**src/rtl/stream_serializer.sv**
```systemverilog
// Parallel-in/serial-out unloader: takes one word of NumBeats elements on the
// input handshake and drains it element 0 first, one element per output handshake.
// Back-to-back words are accepted on the last beat, so no bubble cycle is inserted.
// Optional feature: define STREAM_SERIALIZER_LAST_EN to add the last_o port.
module stream_serializer #(
    parameter type         dtype    = logic [7:0],
    parameter int unsigned NumBeats = 4
) (
    input  logic                           clk_i,
    input  logic                           rst_ni,
    input  logic                           clr_i,
    input  logic [NumBeats*$bits(dtype)-1:0] data_i,
    input  logic                           valid_i,
    output logic                           ready_o,
    output dtype                           data_o,
    output logic                           valid_o,
    input  logic                           ready_i
`ifdef STREAM_SERIALIZER_LAST_EN
    ,
    output logic                           last_o
`endif
);

    localparam int unsigned ElemW = $bits(dtype);
    localparam int unsigned CntW  = (NumBeats > 1) ? $clog2(NumBeats) : 1;
    localparam logic [CntW-1:0] LastCnt = CntW'(NumBeats - 1);

    if (NumBeats < 1) begin : gen_bad_beats
        $error("stream_serializer: NumBeats must be >= 1");
    end

    typedef enum logic {StIdle, StShift} state_e;

    state_e          state_q, state_d;
    logic [CntW-1:0] cnt_q, cnt_d;
    dtype            buf_q [NumBeats];
    dtype            buf_d [NumBeats];
    logic            last_beat;
    logic            accept;

    assign last_beat = (cnt_q == LastCnt);

    // Next-state, handshake and output decode.
    // ready_o depends combinationally on ready_i: a new word is taken in the same
    // cycle the final element leaves, which is what removes the bubble.
    always_comb begin
        state_d = state_q;
        cnt_d   = cnt_q;
        buf_d   = buf_q;
        ready_o = 1'b0;
        valid_o = 1'b0;
        data_o  = '0;

        if (!clr_i) begin
            ready_o = (state_q == StIdle) || (state_q == StShift && last_beat && ready_i);
        end
        accept = valid_i && ready_o;

        unique case (state_q)
            StIdle: begin
                if (accept) begin
                    state_d = StShift;
                    cnt_d   = '0;
                end
            end
            StShift: begin
                valid_o = 1'b1;
                data_o  = buf_q[cnt_q];
                if (ready_i) begin
                    if (!last_beat) begin
                        cnt_d = cnt_q + CntW'(1);
                    end else if (accept) begin
                        cnt_d = '0;
                    end else begin
                        state_d = StIdle;
                    end
                end
            end
            default: state_d = StIdle;
        endcase

        if (accept) begin
            for (int k = 0; k < NumBeats; k++) begin
                buf_d[k] = dtype'(data_i[k*ElemW +: ElemW]);
            end
        end

        // Clear drops the word in flight; buffer contents are left as they are
        // since data_o is forced to zero in StIdle.
        if (clr_i) begin
            state_d = StIdle;
            cnt_d   = '0;
        end
    end

`ifdef STREAM_SERIALIZER_LAST_EN
    // Marks the final element of the word currently on the output.
    always_comb begin
        last_o = valid_o && last_beat;
    end
`endif

    // State, counter and buffer registers with synchronous active-low reset.
    always_ff @(posedge clk_i) begin
        if (!rst_ni) begin
            state_q <= StIdle;
            cnt_q   <= '0;
            for (int k = 0; k < NumBeats; k++) begin
                buf_q[k] <= '0;
            end
        end else begin
            state_q <= state_d;
            cnt_q   <= cnt_d;
            buf_q   <= buf_d;
        end
    end

endmodule

```
**config.mk**
```make
export PLATFORM = sky130hd
export DESIGN_NAME = stream_serializer
export DESIGN_NICKNAME = d
export VERILOG_FILES = /design/src/rtl/stream_serializer.sv
export SDC_FILE = /design/constraint.sdc
export NUM_CORES = 1
export LEC_CHECK = 0
export CAP_MARGIN = 40
export CORE_ASPECT_RATIO = 0.8
export CORE_MARGIN = 4
export CORE_UTILIZATION = 24
export DETAILED_ROUTE_END_ITERATION = 7
export PLACE_DENSITY_LB_ADDON = 0.3
export SLEW_MARGIN = 20
export SYNTH_ARGS = -nofsm -noshare
export SYNTH_HDL_FRONTEND = slang
export SYNTH_SLANG_ARGS = --single-unit
```
**constraint.sdc**
```tcl
create_clock -name clk_i -period 2.51 [get_ports clk_i]
set_input_delay 0.3765 -clock clk_i [delete_from_list [all_inputs] [get_ports clk_i]]
set_output_delay 0.3765 -clock clk_i [all_outputs]
set_load 0.03 [all_outputs]
```
# Word level (Yosys, flattened, before mapping)
# Cells that the tools add are included.
word_totals:
  reg_bits: 35
  input_bits: 37
  output_inout_bits: 10
  wordCells: 32
classes:
  n_addsub: 1
  n_lt_le_gt_ge: 1
  n_eq_ne: 2
  n_mux: 14
  bitwise: 3
  n_reduce_logical: 5
ops:
  columns: ["cell", "n"]
  rows:
  - ["two-way mux 8 bit", 3]
  - ["binary-select mux 8 bit (select 2 bit)", 1]
  - ["two-way mux 2 bit", 3]
  - ["two-way mux 1 bit", 5]
  - ["case mux 2 bit (2 select lines)", 1]
  - ["greater-or-equal comparator 3 bit, second input constant", 1]
  - ["logical AND 1 bit", 3]
  - ["inverter 2 -> 3 bit", 1]
  - ["adder 2 x 1 -> 2 bit, second input constant", 1]
  - ["== test 2 bit, second input constant", 1]
  - ["inequality test 2 bit, second input constant", 1]
  - ["inverter 1 bit", 2]
  - ["case mux 1 bit (2 select lines)", 1]
  - ["OR reduction 2 bit", 1]
  - ["logical OR 1 bit", 1]

# Longest topological paths before layout
depth:
  word_depth: 10
  mapped_depth: 5
  ltp_nobuf: 4

# Worst setup path after synthesis
# Ideal clock, no wire load.
synth_path:
  path_type: "flip-flop to output port"
  from: "register cnt_q[0]"
  to: "output data_o[0] in the netlist's numbering"
  t_arrival_ns: 1.234
  required_ns: 2.134
  setup_slack_ns: 0.900
  path_stages_with_launch: 4
  path_buffers: 1
  cell_sequence: "dfxtp_1 > buf_6 > mux4_2 > and2_1"
synth_rtl:
  columns: ["item", "line_no", "text"]
  rows:
  - ["start, declared", "35", "logic [CntW-1:0] cnt_q, cnt_d;"]
  - ["start signal, assigned", "113", "cnt_q <= cnt_d;"]
  - ["end, declared", "15", "output dtype data_o,"]

==> impl_metrics.ini <==
[placement]
place_ws_ns = 0.330
port_buffers = 46
place.gp.congestion = 0.722
post-dp-hpwl_um = 2830
place_area_um2 = 2240

[drt]
drt_first_pass_iters = 4
wl_um = 3890
drc = 0
vias_per_cell = 4.18
vias = 1309
drtIter0Drc = 24
avgRoutedWirePerCell_um = 12.4
ant_nets = 0

[synth]
synth_cells = 178
yosys_warnings = 0
syn_area_per_cell_um2 = 9.50
synth_cell_type_count = 20
synth_seq_cells = 35
syn_area_um2 = 1690
ys_seq_area_share_pct = 41.4
syn_nets = 216

[timing]
hold_violations = 0
max-slew-margin-rel_pct = 77.5
clock_skew_ns = 0.00835
maxClockFrequency_ghz = 0.420
fin_ws_ns = 0.127
slew_violations = 0
period_share_pct = 94.9
period_needed_ns = 2.38
whs_ns = 0.457
setup_violations = 0
rsz0062_at_grt = false
setup_tns_ns = 0
worst_pin_slew_ns = 0.338

[global_route]
antenna_found_initial = 0
grt_pass1_wl_um = 6520
grt_overflow = 0
grt_max_degree = 33
grt_pass1_vias = 1344
grt_usage_pct = 9.63

[setup_path]
cp.arrival_ns = 2.01
cp-start-kind = register
cp_cell_sequence = buf_4, mux4_2, and2_1, clkdlybuf4s50_1
crit_path_end_kind = output pin
cp.required_ns = 2.13
cp_max_fo = 5
timing.reg2reg.setup_slack_ns = 0.99
max_stage_delay_ns = 0.58
worst_path_max_delay_cell = clkdlybuf4s50_1
critical_path_class = register to output pin
cp_num_buf_inv = 2
critPathTopFamily = buffers and inverters

[finish]
final_cell_mix = nand2_1, clkdlybuf4s50_1, dfxtp_1, mux2i_1
final_util_pct = 34.1
syn_to_final_growth_pct = 38.3
design_area_um2 = 2340
finish.net_count = 263
drive_gt1_share_pct = 11.1
final_common_cell = nand2_1
diodes = 0

[clocking]
clkSlewWorstSetupHoldPaths_ns = 0.07
clock-sinks = 35
h-tree-depth = 2
clockBufferDepth = 2
cts_buffers = 5
cts-root-buf = clkbuf_8
clk_latency_ns = 0.28
hold_buffers = 0
cts_tree = done

[status]
status = finished clean

[floorplanning]
die_area_um2 = 8460
die_w_um = 102
core_area_um2 = 6860
start_util_pct = 24.7
die_h_um = 83.1
rows = 27
num_io_pins = 47

[worst_hold_path]
min_path_type = register to register

[power_and_ir_drop]
p_per_area_nw_per_um2 = 498
ir_worst_vdd_mv = 0.170
leakagePower_nw = 0.977

[run]
max-cap-violations = 0
cell type report:
type                            instances  area [um2]
Fill cell                             707        4520
Clock buffer                            6        72.6
Timing Repair Buffer                   53         536
Tap cell                               87         109
Clock inverter                          2        12.5
Sequential cell                        35         701
Multi-Input combinational cell        130         910
worst reg2reg max path, stage by stage (launching register included):
cell and delay (ns):
dfxtp_1 0.47, ha_1 0.26, a21boi_2 0.09, nor2_4 0.13, buf_12 0.24, mux2i_1 0.25
cells in the mapped netlist:
cell / number / area (um2)
nand3_1: 2 / 10.0
a21oi_1: 1 / 5.00
nor2_1: 3 / 11.3
and2_1: 8 / 50.1
mux2i_1: 32 / 320
ha_1: 1 / 12.5
nand2_1: 65 / 244
nor2_4: 1 / 11.3
nand2b_1: 4 / 25.0
nor2b_1: 1 / 6.26
clkbuf_2: 1 / 5.00
a21boi_2: 1 / 11.3
mux4_2: 8 / 180
a31oi_1: 1 / 6.26
buf_6: 4 / 45.0
buf_2: 1 / 5.00
dfxtp_1: 35 / 701
a311oi_1: 1 / 8.76
nand3b_1: 1 / 7.51
clkbuf_1: 7 / 26.3
cells by family (layout without fill, tap and decap cells):
family / Yosys count / count (layout) / synth area share (%)
AOI/OAI and AO/OA: 4 / 4 / 1.85
adders and majority gates: 1 / 1 / 0.740
buffers and inverters: 13 / 61 / 4.81
DFF: 35 / 35 / 41.4
muxes: 40 / 40 / 29.6
and+or+nand+nor: 85 / 85 / 21.6
final timing paths:
path	from	end	depth (start not counted)
max	cnt_q[0]	data_o[4]	4
min	buf_q[1]	buf_q[1]	2
max reg2reg	cnt_q[1]	buf_q[21]	5
min reg2reg	buf_q[1]	buf_q[1]	2
stage by stage:
step,power (mW),std cells
after floorplan,0.701,178
after CTS,1.18,313
after detailed placement,0.784,305
final,1.17,313
after global placement,0.784,305
after global routing,1.23,313
registers in the layout, summed over array words and instances (netlist names):
register  flops
state_q       1
cnt_q         2
buf_q        32
power breakdown:
group          internal, mW  leakage, nW  switching, mW
sequential            0.582        0.286         0.0131
combinational         0.101        0.650         0.0729
clock                 0.194       0.0412          0.202
total                 0.877        0.977          0.288
layer usage:
metal	routed length, um	vias to the layer above	global-route usage (%)
met1	1990	592	13.5
li1	-	688	-
met2	1600	25	13.5
met5	0	-	0
met3	255	4	3.69
met4	43	0	3.22
what timing repair did:
item                                    in CTS  in global routing
buffers inserted                             0                  0
gates resized for setup                      0                  6
endpoints found under the setup margin       0                  6
Note: power is estimated with default switching activity, not from simulation.
==> variant 1: new RTL, config.mk and constraints unchanged <==
Reset style: asynchronous (`rst_ni`), changed in one clocked block. Comments in the files are not updated.
--- a/src/rtl/stream_serializer.sv
+++ b/src/rtl/stream_serializer.sv
@@ -103,3 +103,3 @@
     // State, counter and buffer registers with synchronous active-low reset.
-    always_ff @(posedge clk_i) begin
+    always_ff @(posedge clk_i or negedge rst_ni) begin
         if (!rst_ni) begin
Formal check against the unedited RTL: differs if rst_ni is asserted again (counterexample within 4 cycles, from zero or initial values and one cycle with rst_ni low); with rst_ni held inactive, the same outputs for 10 cycles.
==> variant 1 against the unedited design <==
  * Setup slack worse by 0.036 ns
  * Highest routed layer unchanged
  * Via count down 19%
  * Clock skew down 0.0045 ns
  * Critical endpoint is now data_o[3]
  * Sequential share of layout area up 6.9 points
  * Area after synthesis down 1.1%
  * Count of clock-buffer cells in the layout down 1
  * Sequential cell count unchanged
  * Wire length down 6.2%
  * Final area up 1.7%
Power is not compared: it rests on default switching activity, and its combinational part moved more than twofold at a synthesized area within 25%.
==> variant 1: results (changes against the unedited design) <==
status=finished clean; reg-to-reg endpoint=buf_q[21]; CP Data Arrival Time=2.04 ns (+0.03 ns); Total GRT Usage=0.09366 (-0.002676); Routability Congestion=0.7956 (+10%); Seq/Total Area, Yosys=0.5236 (+0.1094); vias in the first global route=1155 (-14%); count of distinct cell types in the synthesized netlist=23 (+15%); flop-to-flop setup slack=0.68 ns (-0.31 ns); R2R Path Start=cnt_q[1]; Worst Skew=0.003882 ns (-0.004465 ns); DR vias/cell=4.347 (+3.9%); global-route wire length before repair=5865 µm (-10%); Hold Path Class=input port to async pin; fillcell total=627 (-11%); Initial DRC Count=8 (-67%); dpl cell area=2223 µm² (-0.73%); initial antenna violation count=0 (unchanged); synth cell count leaders=dfrtp_1, mux2_2, and2_1, mux4_2, mux2_4; Synth async-reset ratio=1.000 (+1.000); CP Max Fanout=4 (-1); largest net degree at the start of global routing=36 (+9.1%); WHS=0.4380 ns (-0.01855 ns); 1st-pass router iterations=2 (-2); synth top area cells=dfrtp_1, mux2_2, mux4_2; syn nets=145 (-33%); DP Wirelength=2644 µm (-6.6%)
==> variant 1: cell types whose count changed after synthesis, sizes merged, moves of 2 or more <==
cell and delta:
clkbuf -7, dfrtp +35, dfxtp -35, mux2 +32
mux2i -32, nand2 -65, nand2b -4, o21ai +2
==> variant 1: timing repair <==
| action | 4_1_cts | 5_1_grt |
|---|---|---|
| hold buffers | 0 | 1 |
| endpoints found under the setup margin | 0 | 4 |
| endpoints found under the hold margin | 0 | 4 |
| gates resized for setup | 0 | 4 |
==> variant 1: cell type report <==
| class | count | area [µm²] | share of cell area |
|---|---|---|---|
| flip-flops and latches | 35 | 875.8 | 0.3680 |
| clock buffers | 5 | 68.82 | 0.02892 |
| inverters | 1 | 3.754 | 0.001577 |
| well taps | 84 | 105.1 | 0.04416 |
| clock inverters | 3 | 47.55 | 0.01998 |
| multi-input cells | 65 | 743.2 | 0.3123 |
| repair buffers | 52 | 535.5 | 0.2250 |
==> variant 1: worst max path at each step <==
stage	slack (ns)	start	depth (start not counted)	to
floorplan	0.81	cnt_q[0]	3	data_o[0]
global placement	0.32	ready_i	4	ready_o
detailed placement	0.29	ready_i	4	ready_o
CTS	0.03	cnt_q[0]	4	data_o[2]
global route	0.002	cnt_q[0]	4	data_o[3]
finish	0.09	cnt_q[0]	4	data_o[3]
==> variant 1: layer usage <==
metal	up-vias	share of wire	wire length, µm	GRT usage
li1	494	-	-	-
met1	532	0.46	1691	0.1188
met2	35	0.46	1679	0.1469
met3	4	0.069	252	0.04114
met4	0	0.0069	25	0.02390
met5	-	0	0	0
==> variant 1: report_power, final <==
group / switching, W / total (W) / internal, W
Combinational: 0.000122 / 0.000353 / 0.000230
Clock: 0.000220 / 0.000520 / 0.000301
Sequential: 0.0000524 / 0.000718 / 0.000665
Total: 0.000394 / 0.00159 / 0.00120
==> variant 1: cells by family (layout without fill, tap and decap cells) <==
| kind of cell | Yosys count | count (layout) | synth area share |
|---|---|---|---|
| mux | 40 | 40 | 0.3366 |
| flops | 35 | 35 | 0.5236 |
| simple gates | 18 | 18 | 0.07555 |
| buf+inv | 7 | 61 | 0.03215 |
| compound gates | 6 | 6 | 0.02468 |
| fa+ha+maj | 1 | 1 | 0.007478 |
==> variant 1: metrics by stage <==
| step | cells | setup WS, ns |
|---|---|---|
| after floorplan | 107 | 0.8112 |
| after global placement | 235 | 0.3173 |
| after detailed placement | 235 | 0.2911 |
| after CTS | 243 | 0.02985 |
| after global routing | 245 | 0.002254 |
| final | 245 | 0.09134 |
==> variant 2: new RTL, config.mk and constraints unchanged <==
Made on the original files. Change the parameter `NumBeats` from 4 to 8.
--- a/src/rtl/stream_serializer.sv
+++ b/src/rtl/stream_serializer.sv
@@ -6,3 +6,3 @@
     parameter type         dtype    = logic [7:0],
-    parameter int unsigned NumBeats = 4
+    parameter int unsigned NumBeats = 8
 ) (
Ports: changed (resized data_i); port bits go from 47 to 79. The function was not compared with the original's and may differ.
==> variant 2 against the unedited design <==
  * Die area grew 83%
  * Wire length rose by 130%
  * Highest routed layer unchanged
  * Utilization up 0.70 points
  * Critical path depth stayed put
  * Setup slack improved by 0.016 ns
  * Clock skew down 0.0027 ns
  * Synthesized cell count is 96% higher
  * Via count up 94%
  * Largest cell class unchanged
  * Power is 130% higher
  * Area after synthesis grew 93%
  * Sequential share of layout area hardly changed
  * Sequential cell count rose by 33
  * Final area increased by 94%
==> variant 2: results (changes against the unedited design) <==
status=finished clean; CTS Buf Count=9 (+4); Worst Skew=0.005654 ns (-0.002693 ns); max frequency=422.5 MHz (+0.67%); Vias=2545 (+94%); I/O Buffers=78 (+70%); Regs by FF count=buf_q x64, cnt_q x3, state_q x1; Seq/Total Area, Yosys=0.4175 (+0.003297); worst-margin pin slew=0.5144 ns (+0.1766 ns); flop-to-flop setup slack=0.42 ns (-0.57 ns); dpl cell area=4254 µm² (+90%); Sink Count=68 (+94%); fillcell total=1357 (+92%); vias in the first global route=2714 (+100%); sequential power=0.00117 W (+97%); CP max stage cell=mux4_2; Data buffer area share=0.2048 (-0.02409); M1 WL=4699 µm (+140%); worst r2r path cells=6 (+1); Hold Crit Endpoint=buf_q[26]; crit-path max cell delay=0.53 ns (-0.05 ns); synth cell count leaders=nand2_1, mux2i_1, dfxtp_1; sw power=0.0006053 W (+110%); Switching Fraction=0.2215 (-0.02567); Clock net power=0.00124 W (+210%); syn nets=419 (+94%); root buf cell=clkbuf_16; Total GRT Usage=0.1162 (+0.01988); leakage=1.782 nW (+82%); Post-Synthesis Cells=348 (+96%); Final clock-cell share=0.06413 (+0.02777)
-- variant 2: cell types whose count changed after synthesis, moves of 3 or more --
cell / before / now
a22oi_1: 0 / 8
and2_1: 8 / 1
buf_2: 1 / 5
buf_4: 0 / 3
clkbuf_1: 7 / 15
dfxtp_1: 35 / 68
mux2i_1: 32 / 80
nand2_1: 65 / 130
nand2b_1: 4 / 0
o211a_1: 0 / 8
-- variant 2: worst max path at each step --
stage,from,endpoint,cells past startpoint,slack (ns)
5_1_grt,cnt_q[0],data_o[4],5,0.02
2_1_floorplan,cnt_q[0],data_o[0],3,0.69
4_1_cts,cnt_q[0],data_o[6],4,0.1
3_5_place_dp,cnt_q[1],buf_q[34],6,0.42
3_3_place_gp,cnt_q[0],data_o[6],4,0.48
6_report,cnt_q[0],data_o[6],4,0.14
-- variant 2: cell families after synthesis --
logic type	share of synthesized area
and+or+nand+nor	0.1719
muxes	0.3008
DFF	0.4175
adders and majority gates	0.007673
buffers and inverters	0.04796
AOI/OAI and AO/OA	0.05411
